--- src/rtl/fetch_unit_if.sv ---
// Fetch-stage bus bundle.
// Groups the instruction-memory handshake and the controller-side signals
// (current instruction out, branch decisions and redirect in).
//   master : the fetch unit (drives imemReq/imemAddr and the instruction view)
//   slave  : memory + controller (drives ready/valid/rdata and the decisions)
interface fetch_unit_if #(
  parameter int unsigned XLEN = 32
);
  // instruction memory side
  logic            imemReq;
  logic [XLEN-1:0] imemAddr;
  logic            imemReady;
  logic            imemValid;
  logic [XLEN-1:0] imemRdata;
  // controller / datapath side
  logic            instrValid;
  logic [XLEN-1:0] instr;
  logic [6:0]      opCode;
  logic [XLEN-1:0] pcOut;
  logic [XLEN-1:0] pcPlus4;
  logic            instrAccept;
  logic            branch;
  logic            jal;
  logic            jalr;
  logic            brCond;
  logic [XLEN-1:0] targetAddr;
  logic [XLEN-1:0] jalrAddr;
  logic            flush;
  logic [XLEN-1:0] flushPc;
  logic            misaligned;

  modport master (
    output imemReq, imemAddr, instrValid, instr, opCode, pcOut, pcPlus4, misaligned,
    input  imemReady, imemValid, imemRdata, instrAccept, branch, jal, jalr, brCond,
           targetAddr, jalrAddr, flush, flushPc
  );

  modport slave (
    input  imemReq, imemAddr, instrValid, instr, opCode, pcOut, pcPlus4, misaligned,
    output imemReady, imemValid, imemRdata, instrAccept, branch, jal, jalr, brCond,
           targetAddr, jalrAddr, flush, flushPc
  );
endinterface

--- src/rtl/fetch_unit.sv ---
// Instruction fetch stage: owns the PC, runs a one-outstanding-request
// handshake with instruction memory, holds the fetched instruction until the
// core retires it, then picks the next PC from the jalr/jal/branch decisions.
// Ports:
//   clk   : core clock, rising edge
//   reset : asynchronous, active-high
//   bus   : fetch_unit_if.master (memory handshake, instruction view,
//           branch decisions, flush redirect, misaligned pulse)
module fetch_unit #(
  parameter int unsigned     XLEN      = 32,
  parameter logic [XLEN-1:0] RESET_PC  = 32'h0000_0000,
  parameter logic [XLEN-1:0] NOP_INSTR = 32'h0000_0013
) (
  input logic          clk,
  input logic          reset,
  fetch_unit_if.master bus
);

  typedef enum logic [1:0] {
    REQ  = 2'd0,
    WAIT = 2'd1,
    HOLD = 2'd2
  } state_t;

  state_t          state_r;
  logic [XLEN-1:0] pc_r;
  logic [XLEN-1:0] instr_r;
  logic [XLEN-1:0] pc_out_r;
  logic            valid_r;
  logic            misaligned_r;
  logic            drop_pending_r;

  logic [XLEN-1:0] raw_target_s;
  logic            taken_s;
  logic [XLEN-1:0] next_pc_s;
  logic            next_mis_s;

  function automatic logic [XLEN-1:0] align_word(input logic [XLEN-1:0] addr);
    return {addr[XLEN-1:2], 2'b00};
  endfunction

  // Next-PC selection for a retiring instruction: jalr > jal > taken branch > pc+4.
  always_comb begin
    raw_target_s = bus.targetAddr;
    taken_s      = 1'b0;
    if (bus.jalr) begin
      raw_target_s = bus.jalrAddr & ~{{(XLEN-1){1'b0}}, 1'b1};
      taken_s      = 1'b1;
    end else if (bus.jal) begin
      taken_s = 1'b1;
    end else if (bus.branch && bus.brCond) begin
      taken_s = 1'b1;
    end else begin
      taken_s = 1'b0;
    end
    if (taken_s) begin
      next_pc_s  = align_word(raw_target_s);
      // bit1 set means the target was not word aligned; bit0 is legal for jalr only
      next_mis_s = raw_target_s[1];
    end else begin
      next_pc_s  = pc_out_r + XLEN'(4);
      next_mis_s = 1'b0;
    end
  end

  // Fetch FSM with all registered state and outputs; flush overrides everything.
  always_ff @(posedge clk or posedge reset) begin
    if (reset) begin
      state_r        <= REQ;
      pc_r           <= RESET_PC;
      instr_r        <= NOP_INSTR;
      pc_out_r       <= RESET_PC;
      valid_r        <= 1'b0;
      misaligned_r   <= 1'b0;
      drop_pending_r <= 1'b0;
    end else begin
      misaligned_r <= 1'b0;
      if (bus.flush) begin
        pc_r    <= align_word(bus.flushPc);
        valid_r <= 1'b0;
        instr_r <= NOP_INSTR;
        case (state_r)
          REQ: begin
            // a request consumed this edge is in flight and must be discarded
            if (bus.imemReady) begin
              drop_pending_r <= 1'b1;
              state_r        <= WAIT;
            end else begin
              state_r <= REQ;
            end
          end
          WAIT: begin
            if (bus.imemValid) begin
              drop_pending_r <= 1'b0;
              state_r        <= REQ;
            end else begin
              drop_pending_r <= 1'b1;
              state_r        <= WAIT;
            end
          end
          HOLD:    state_r <= REQ;
          default: state_r <= REQ;
        endcase
      end else begin
        case (state_r)
          REQ: begin
            if (bus.imemReady) begin
              state_r <= WAIT;
            end else begin
              state_r <= REQ;
            end
          end
          WAIT: begin
            if (bus.imemValid && drop_pending_r) begin
              drop_pending_r <= 1'b0;
              state_r        <= REQ;
            end else if (bus.imemValid) begin
              instr_r  <= bus.imemRdata;
              pc_out_r <= pc_r;
              valid_r  <= 1'b1;
              state_r  <= HOLD;
            end else begin
              state_r <= WAIT;
            end
          end
          HOLD: begin
            if (bus.instrAccept) begin
              pc_r         <= next_pc_s;
              misaligned_r <= next_mis_s;
              valid_r      <= 1'b0;
              instr_r      <= NOP_INSTR;
              state_r      <= REQ;
            end else begin
              state_r <= HOLD;
            end
          end
          default: state_r <= REQ;
        endcase
      end
    end
  end

  // Request is decoded from the state register and forced low while reset is held.
  assign bus.imemReq    = (state_r == REQ) && !reset;
  assign bus.imemAddr   = pc_r;
  assign bus.instrValid = valid_r;
  assign bus.instr      = instr_r;
  assign bus.opCode     = instr_r[6:0];
  assign bus.pcOut      = pc_out_r;
  assign bus.pcPlus4    = pc_out_r + XLEN'(4);
  assign bus.misaligned = misaligned_r;

endmodule

--- src/flat_wrapper.sv ---
// flat-port wrapper written by rule: the top's interface ports become plain ports
module fetch_unit_flat 
#(
  parameter int unsigned     XLEN      = 32,
  parameter logic [XLEN-1:0] RESET_PC  = 32'h0000_0000,
  parameter logic [XLEN-1:0] NOP_INSTR = 32'h0000_0013
)
  (clk, reset, bus_imemReq, bus_imemAddr, bus_instrValid, bus_instr, bus_opCode, bus_pcOut, bus_pcPlus4, bus_misaligned, bus_imemReady, bus_imemValid, bus_imemRdata, bus_instrAccept, bus_branch, bus_jal, bus_jalr, bus_brCond, bus_targetAddr, bus_jalrAddr, bus_flush, bus_flushPc);
  fetch_unit_if #(.XLEN(XLEN)) bus_i ();
  input logic clk;
  input logic reset;
  output wire logic [$bits(bus_i.imemReq)-1:0] bus_imemReq;
  output wire logic [$bits(bus_i.imemAddr)-1:0] bus_imemAddr;
  output wire logic [$bits(bus_i.instrValid)-1:0] bus_instrValid;
  output wire logic [$bits(bus_i.instr)-1:0] bus_instr;
  output wire logic [$bits(bus_i.opCode)-1:0] bus_opCode;
  output wire logic [$bits(bus_i.pcOut)-1:0] bus_pcOut;
  output wire logic [$bits(bus_i.pcPlus4)-1:0] bus_pcPlus4;
  output wire logic [$bits(bus_i.misaligned)-1:0] bus_misaligned;
  input wire logic [$bits(bus_i.imemReady)-1:0] bus_imemReady;
  input wire logic [$bits(bus_i.imemValid)-1:0] bus_imemValid;
  input wire logic [$bits(bus_i.imemRdata)-1:0] bus_imemRdata;
  input wire logic [$bits(bus_i.instrAccept)-1:0] bus_instrAccept;
  input wire logic [$bits(bus_i.branch)-1:0] bus_branch;
  input wire logic [$bits(bus_i.jal)-1:0] bus_jal;
  input wire logic [$bits(bus_i.jalr)-1:0] bus_jalr;
  input wire logic [$bits(bus_i.brCond)-1:0] bus_brCond;
  input wire logic [$bits(bus_i.targetAddr)-1:0] bus_targetAddr;
  input wire logic [$bits(bus_i.jalrAddr)-1:0] bus_jalrAddr;
  input wire logic [$bits(bus_i.flush)-1:0] bus_flush;
  input wire logic [$bits(bus_i.flushPc)-1:0] bus_flushPc;
  assign bus_imemReq = bus_i.imemReq;
  assign bus_imemAddr = bus_i.imemAddr;
  assign bus_instrValid = bus_i.instrValid;
  assign bus_instr = bus_i.instr;
  assign bus_opCode = bus_i.opCode;
  assign bus_pcOut = bus_i.pcOut;
  assign bus_pcPlus4 = bus_i.pcPlus4;
  assign bus_misaligned = bus_i.misaligned;
  assign bus_i.imemReady = bus_imemReady;
  assign bus_i.imemValid = bus_imemValid;
  assign bus_i.imemRdata = bus_imemRdata;
  assign bus_i.instrAccept = bus_instrAccept;
  assign bus_i.branch = bus_branch;
  assign bus_i.jal = bus_jal;
  assign bus_i.jalr = bus_jalr;
  assign bus_i.brCond = bus_brCond;
  assign bus_i.targetAddr = bus_targetAddr;
  assign bus_i.jalrAddr = bus_jalrAddr;
  assign bus_i.flush = bus_flush;
  assign bus_i.flushPc = bus_flushPc;
  fetch_unit #(.XLEN(XLEN), .RESET_PC(RESET_PC), .NOP_INSTR(NOP_INSTR)) u_core (.clk(clk), .reset(reset), .bus(bus_i));
endmodule
--- config.mk ---
export PLATFORM = sky130hd
export DESIGN_NAME = fetch_unit_flat
export DESIGN_NICKNAME = d
export VERILOG_FILES = /design/src/rtl/fetch_unit_if.sv /design/src/rtl/fetch_unit.sv /design/src/flat_wrapper.sv
export SDC_FILE = /design/constraint.sdc
export NUM_CORES = 1
export LEC_CHECK = 0
export CAP_MARGIN = 20
export CORE_MARGIN = 2
export CORE_UTILIZATION = 40
export DETAILED_ROUTE_END_ITERATION = 12
export PLACE_DENSITY = 0.81
export SLEW_MARGIN = 20
export SYNTH_ARGS = -nofsm -noshare
export SYNTH_HDL_FRONTEND = slang
export SYNTH_SLANG_ARGS = --single-unit
export TNS_END_PERCENT = 10
--- constraint.sdc ---
create_clock -name clk -period 4.3 [get_ports clk]
set_clock_uncertainty 0.1 [all_clocks]
set_input_delay 0.86 -clock clk [delete_from_list [all_inputs] [get_ports clk]]
set_output_delay 0.86 -clock clk [all_outputs]
set_load 0.005 [all_outputs]
Yosys cells after proc, flatten, opt, wreduce, memory -nomap -nowiden
Index checks and enable logic that the tools add are counted.
{"block": "totals", "ff_bits": 101, "inputBits": 138, "output_inout_bits": 138}
{"block": "op_classes", "muxes": 36, "n_eq_ne": 6, "reduce_logical": 15, "addsub": 1, "n_bitwise": 2}
{"cell": "32-bit two-way mux", "count": 9}
{"cell": "32-bit one-hot mux with 2 select lines", "count": 1}
{"cell": "32-bit by 3-bit adder with 32-bit output (second input constant)", "count": 1}
{"cell": "1-bit two-way mux", "count": 18}
{"cell": "3-bit != test (second input constant)", "count": 4}
{"cell": "4-bit AND reduction", "count": 3}
{"cell": "2-bit nonzero test", "count": 5}
{"cell": "2-bit two-way mux", "count": 4}
{"cell": "2-bit one-hot mux with 3 select lines", "count": 1}
{"cell": "1-bit one-hot mux with 2 select lines", "count": 2}
{"cell": "2-bit one-hot mux with 2 select lines", "count": 1}
{"cell": "1-bit logical AND", "count": 3}
{"cell": "3-bit nonzero test", "count": 1}
{"cell": "2-bit by 1-bit equality test with 1-bit output (second input constant)", "count": 1}
{"cell": "2-bit equality test (second input constant)", "count": 1}
{"cell": "2-bit zero test", "count": 1}
{"cell": "1-bit inverter", "count": 2}
{"cell": "2-bit AND reduction", "count": 1}
{"cell": "1-bit zero test", "count": 1}

Longest topological paths before layout
{"block": "depth", "depth_word": 8, "depth_mapped": 8}

Worst setup path before layout
OpenSTA, ideal clock, no wires.
{"block": "synth_path", "path_kind": "reg-to-output", "startpoint": "register u_core.pc_out_r[2], in the netlist u_core.bus.pcOut[2]", "endpoint": "output port bus_pcPlus4[14]", "required_time_ps": 3340, "path_buffers": 0, "path_stages_with_launch": 6, "path_slack_ps": 1807, "t_arrival_ps": 1533, "path_cell_list": "dfrtp_1 > ha_1 > nand3_4 > nor3_4 > and3_1 > xor2_2"}
{"block": "synth_between", "elab_chain_len": 1}
{"item": "start, declared", "line": "fetch_unit.sv:28", "text": "logic [XLEN-1:0] pc_out_r;"}
{"item": "start signal, assigned", "line": "fetch_unit.sv:119", "text": "pc_out_r <= pc_r;"}
{"item": "32-bit by 3-bit adder with 32-bit output", "line": "fetch_unit.sv:150", "text": "assign bus.pcPlus4 = pc_out_r + XLEN'(4);"}
{"item": "end, declared", "line": "flat_wrapper.sv:18", "text": "output wire logic [$bits(bus_i.pcPlus4)-1:0] bus_pcPlus4;"}
No other way between the ends.

Worst setup path after layout
Ends and elaborated chain as after synthesis.

==> results.json <==
{
  "critPathBufInv": 1,
  "layout.nets": 878,
  "drt-initial-drc-count": 252,
  "num_rows": 42,
  "synth.top_cells.by_count": "98 x dfrtp_1, 43 x nand2_1, 42 x mux2_2",
  "area_growth_pct": 59.0,
  "cts.clk_slew.worst_paths_ps": 70,
  "critPathTopFamily": "simple AND/OR/NAND/NOR gates",
  "tns_ps": 0,
  "cts_setup_buffers": 0,
  "synthCells": 488,
  "post_dp_cell_area_sq_mm": 0.00816,
  "synth_nets": 627,
  "die_x_um": 120,
  "hold_class": "flop to flop",
  "cts_tree": "built",
  "synthAdderAreaFrac_pct": 0.234,
  "cp-start-kind": "flop",
  "cpPeakStageDelay_ps": 540,
  "cts.repair.resized": 0,
  "worstMarginPinSlew_ps": 974,
  "synth_enable_flop_cells": 0,
  "synth-simple-area-share_pct": 14.0,
  "netlist_area_sq_mm": 0.00535,
  "fmax_ghz": 0.270,
  "yosysTopAreaCellShare_pct": 45.8,
  "critical_path_class": "flop to output pin",
  "initial_core_util_pct": 40.7,
  "dpl_worst_slack_ps": 895,
  "netlist_top_cells_area": "dfrtp_1 46%, mux2_2 8.8%, a22o_1 4.7%",
  "io_pins": 276,
  "routed_via_density": 5.35,
  "synthMuxAreaShare_pct": 11.6,
  "grt_max_degree": 64,
  "synth_xor_xnor_area_share_pct": 5.57,
  "cts-root-buf": "clkbuf_16",
  "synth_ff_type": "dfrtp_1",
  "clock_latency_ps": 340,
  "multi_input_area_sq_mm": 0.00259,
  "grt_antenna_before_repair": 0,
  "synth.most_common_cell": "dfrtp_1",
  "ir_drop_mv": 0.278,
  "fp.coreArea_sq_mm": 0.0131,
  "diodes": 0,
  "p_leak_uw": 0.00351,
  "synth_top_area_cell": "dfrtp_1",
  "endpoint_kind": "output pin",
  "design_area_sq_mm": 0.00851,
  "hold_viol": 0,
  "drv_slew": 0,
  "status": "completed",
  "synth_seq_area_share_pct": 47.3,
  "grtUsageTotal_pct": 24.5,
  "worst_slack_ps": 596,
  "seqCellArea_sq_mm": 0.00253,
  "fillers": 1047,
  "worstPathArrival_ps": 2740,
  "max_cap_violations": 0,
  "vias": 4922,
  "dieHeight_um": 120,
  "gp_congestion": 0.790,
  "crit_required_ps": 3340,
  "drc": 0,
  "overflow": 0,
  "final-setup-viol-count": 0,
  "clock_sink_count": 101,
  "routed_wl_um": 17500,
  "synth_cell_type_count": 50,
  "period_needed_ps": 3700,
  "io_buffers": 271,
  "rsz0062_at_grt": "false",
  "ys_ff_latch": 101,
  "htreeDepth": 3,
  "dieArea_sq_mm": 0.0143,
  "syn_avg_cell_area_sq_um": 11.0,
  "cts.path.max_buffers": 2,
  "maxSlewHeadroom_pct": 34.7,
  "final_layout_size_suffix_gt1_share_pct": 13.2,
  "post-route-period-util_pct": 86.1,
  "cts_buffers": 9,
  "grt_pass1_wl_um": 27200,
  "crit_chain": "ha_1 -> nand3_4 -> nor3_4 -> and3_1 -> xor2_2 -> clkdlybuf4s50_1",
  "grt_pass1_vias": 5074,
  "synth_compound_area_share_pct": 16.6,
  "synth_top_family_by_area": "compound AO/OA/AOI/OAI gates",
  "powerDensity_mw_per_mm2": 456,
  "holdBufCountCts": 0,
  "wl_per_cell_um": 19.0,
  "drtAntennaViolNets": 0,
  "firstDrtPassIters": 5,
  "place_hpwl_um": 13000,
  "cp_slowest_cell": "clkdlybuf4s50_1",
  "cp_max_fo": 9,
  "async_flop_share_pct": 100,
  "ys_warn_count": 0
}
## sequential cells by signal, summed over array words and instances, names as in the netlist
signal and cells:
u_core.bus.instrValid 1, u_core.drop_pending_r 1, u_core.bus.imemAddr 32, u_core.bus.instr 32, u_core.state_r 2, u_core.bus.pcOut 32
u_core.bus.misaligned 1
## power by group
part	switching [uW]	internal, uW
clock	366	572
combinational	540	966
sequential	290	1140
total	1190	2680
## per-layer routing
layer	global-route usage, %	wire length [um]
met1	29.9	6920
met2	42.5	8860
met3	5.23	1270
met4	9.26	468
met5	0	0
## cells in the final DEF (no fill, tap or decap), types with 4 or more instances in the layout
master           instances
inv_1                    5
a221o_1                 14
nor3_1                   7
nand2_1                 43
mux2_2                  42
buf_4                   10
o211ai_1                 6
o22ai_1                  4
nand3_1                 10
clkbuf_16                9
mux2i_1                 15
clkdlybuf4s50_1        269
a22oi_1                 15
a22o_1                  29
xnor2_1                 15
nor3b_1                  4
xor2_1                   6
nand4_1                  6
nor2_1                  41
a21oi_1                 12
xnor2_2                  5
nor2b_1                  5
a211oi_1                 8
dfrtp_1                 98
o21ai_0                 10
o22a_1                   4
## cell type report
| class | count | share of cell area [%] |
|---|---|---|
| Timing Repair Buffer | 282 | 32.9 |
| Multi-Input combinational cell | 339 | 30.4 |
| Sequential cell | 101 | 29.8 |
| Clock buffer | 9 | 2.65 |
| Tap cell | 176 | 2.59 |
| Clock inverter | 7 | 1.44 |
| Inverter | 6 | 0.294 |
## logic make-up after synthesis
group           count (synthesis)
mux                            57
compound gates                113
xor+xnor                       28
fa+ha+maj                       1
buf+inv                        48
flops                         101
simple gates                  140
## final timing paths
path | start | end | slack [ps] | depth (start not counted)
min in group asynchronous | reset | u_core.bus.imemAddr[26] | 970 | 2
worst min-delay path | u_core.bus.instr[29] | u_core.bus.instr[29] | 400 | 1
max in group asynchronous | reset | u_core.bus.instr[4] | 2400 | 3
worst max register to register | u_core.state_r[0] | u_core.bus.imemAddr[18] | 1760 | 3
worst max-delay path | u_core.bus.pcOut[2] | bus_pcPlus4[14] | 600 | 6
worst min register to register | u_core.bus.instr[29] | u_core.bus.instr[29] | 400 | 1
## metrics by stage
stage	hold slack [ps]	utilization [%]	total power, uW	cells
after floorplan	371	-	1950	488
after global placement	381	62.1	2920	904
after detailed placement	386	62.1	2950	904
after CTS	403	64.8	3910	920
after global routing	419	64.8	4060	920
final	402	64.8	3880	920
Note: power is estimated with default switching activity, not from simulation.
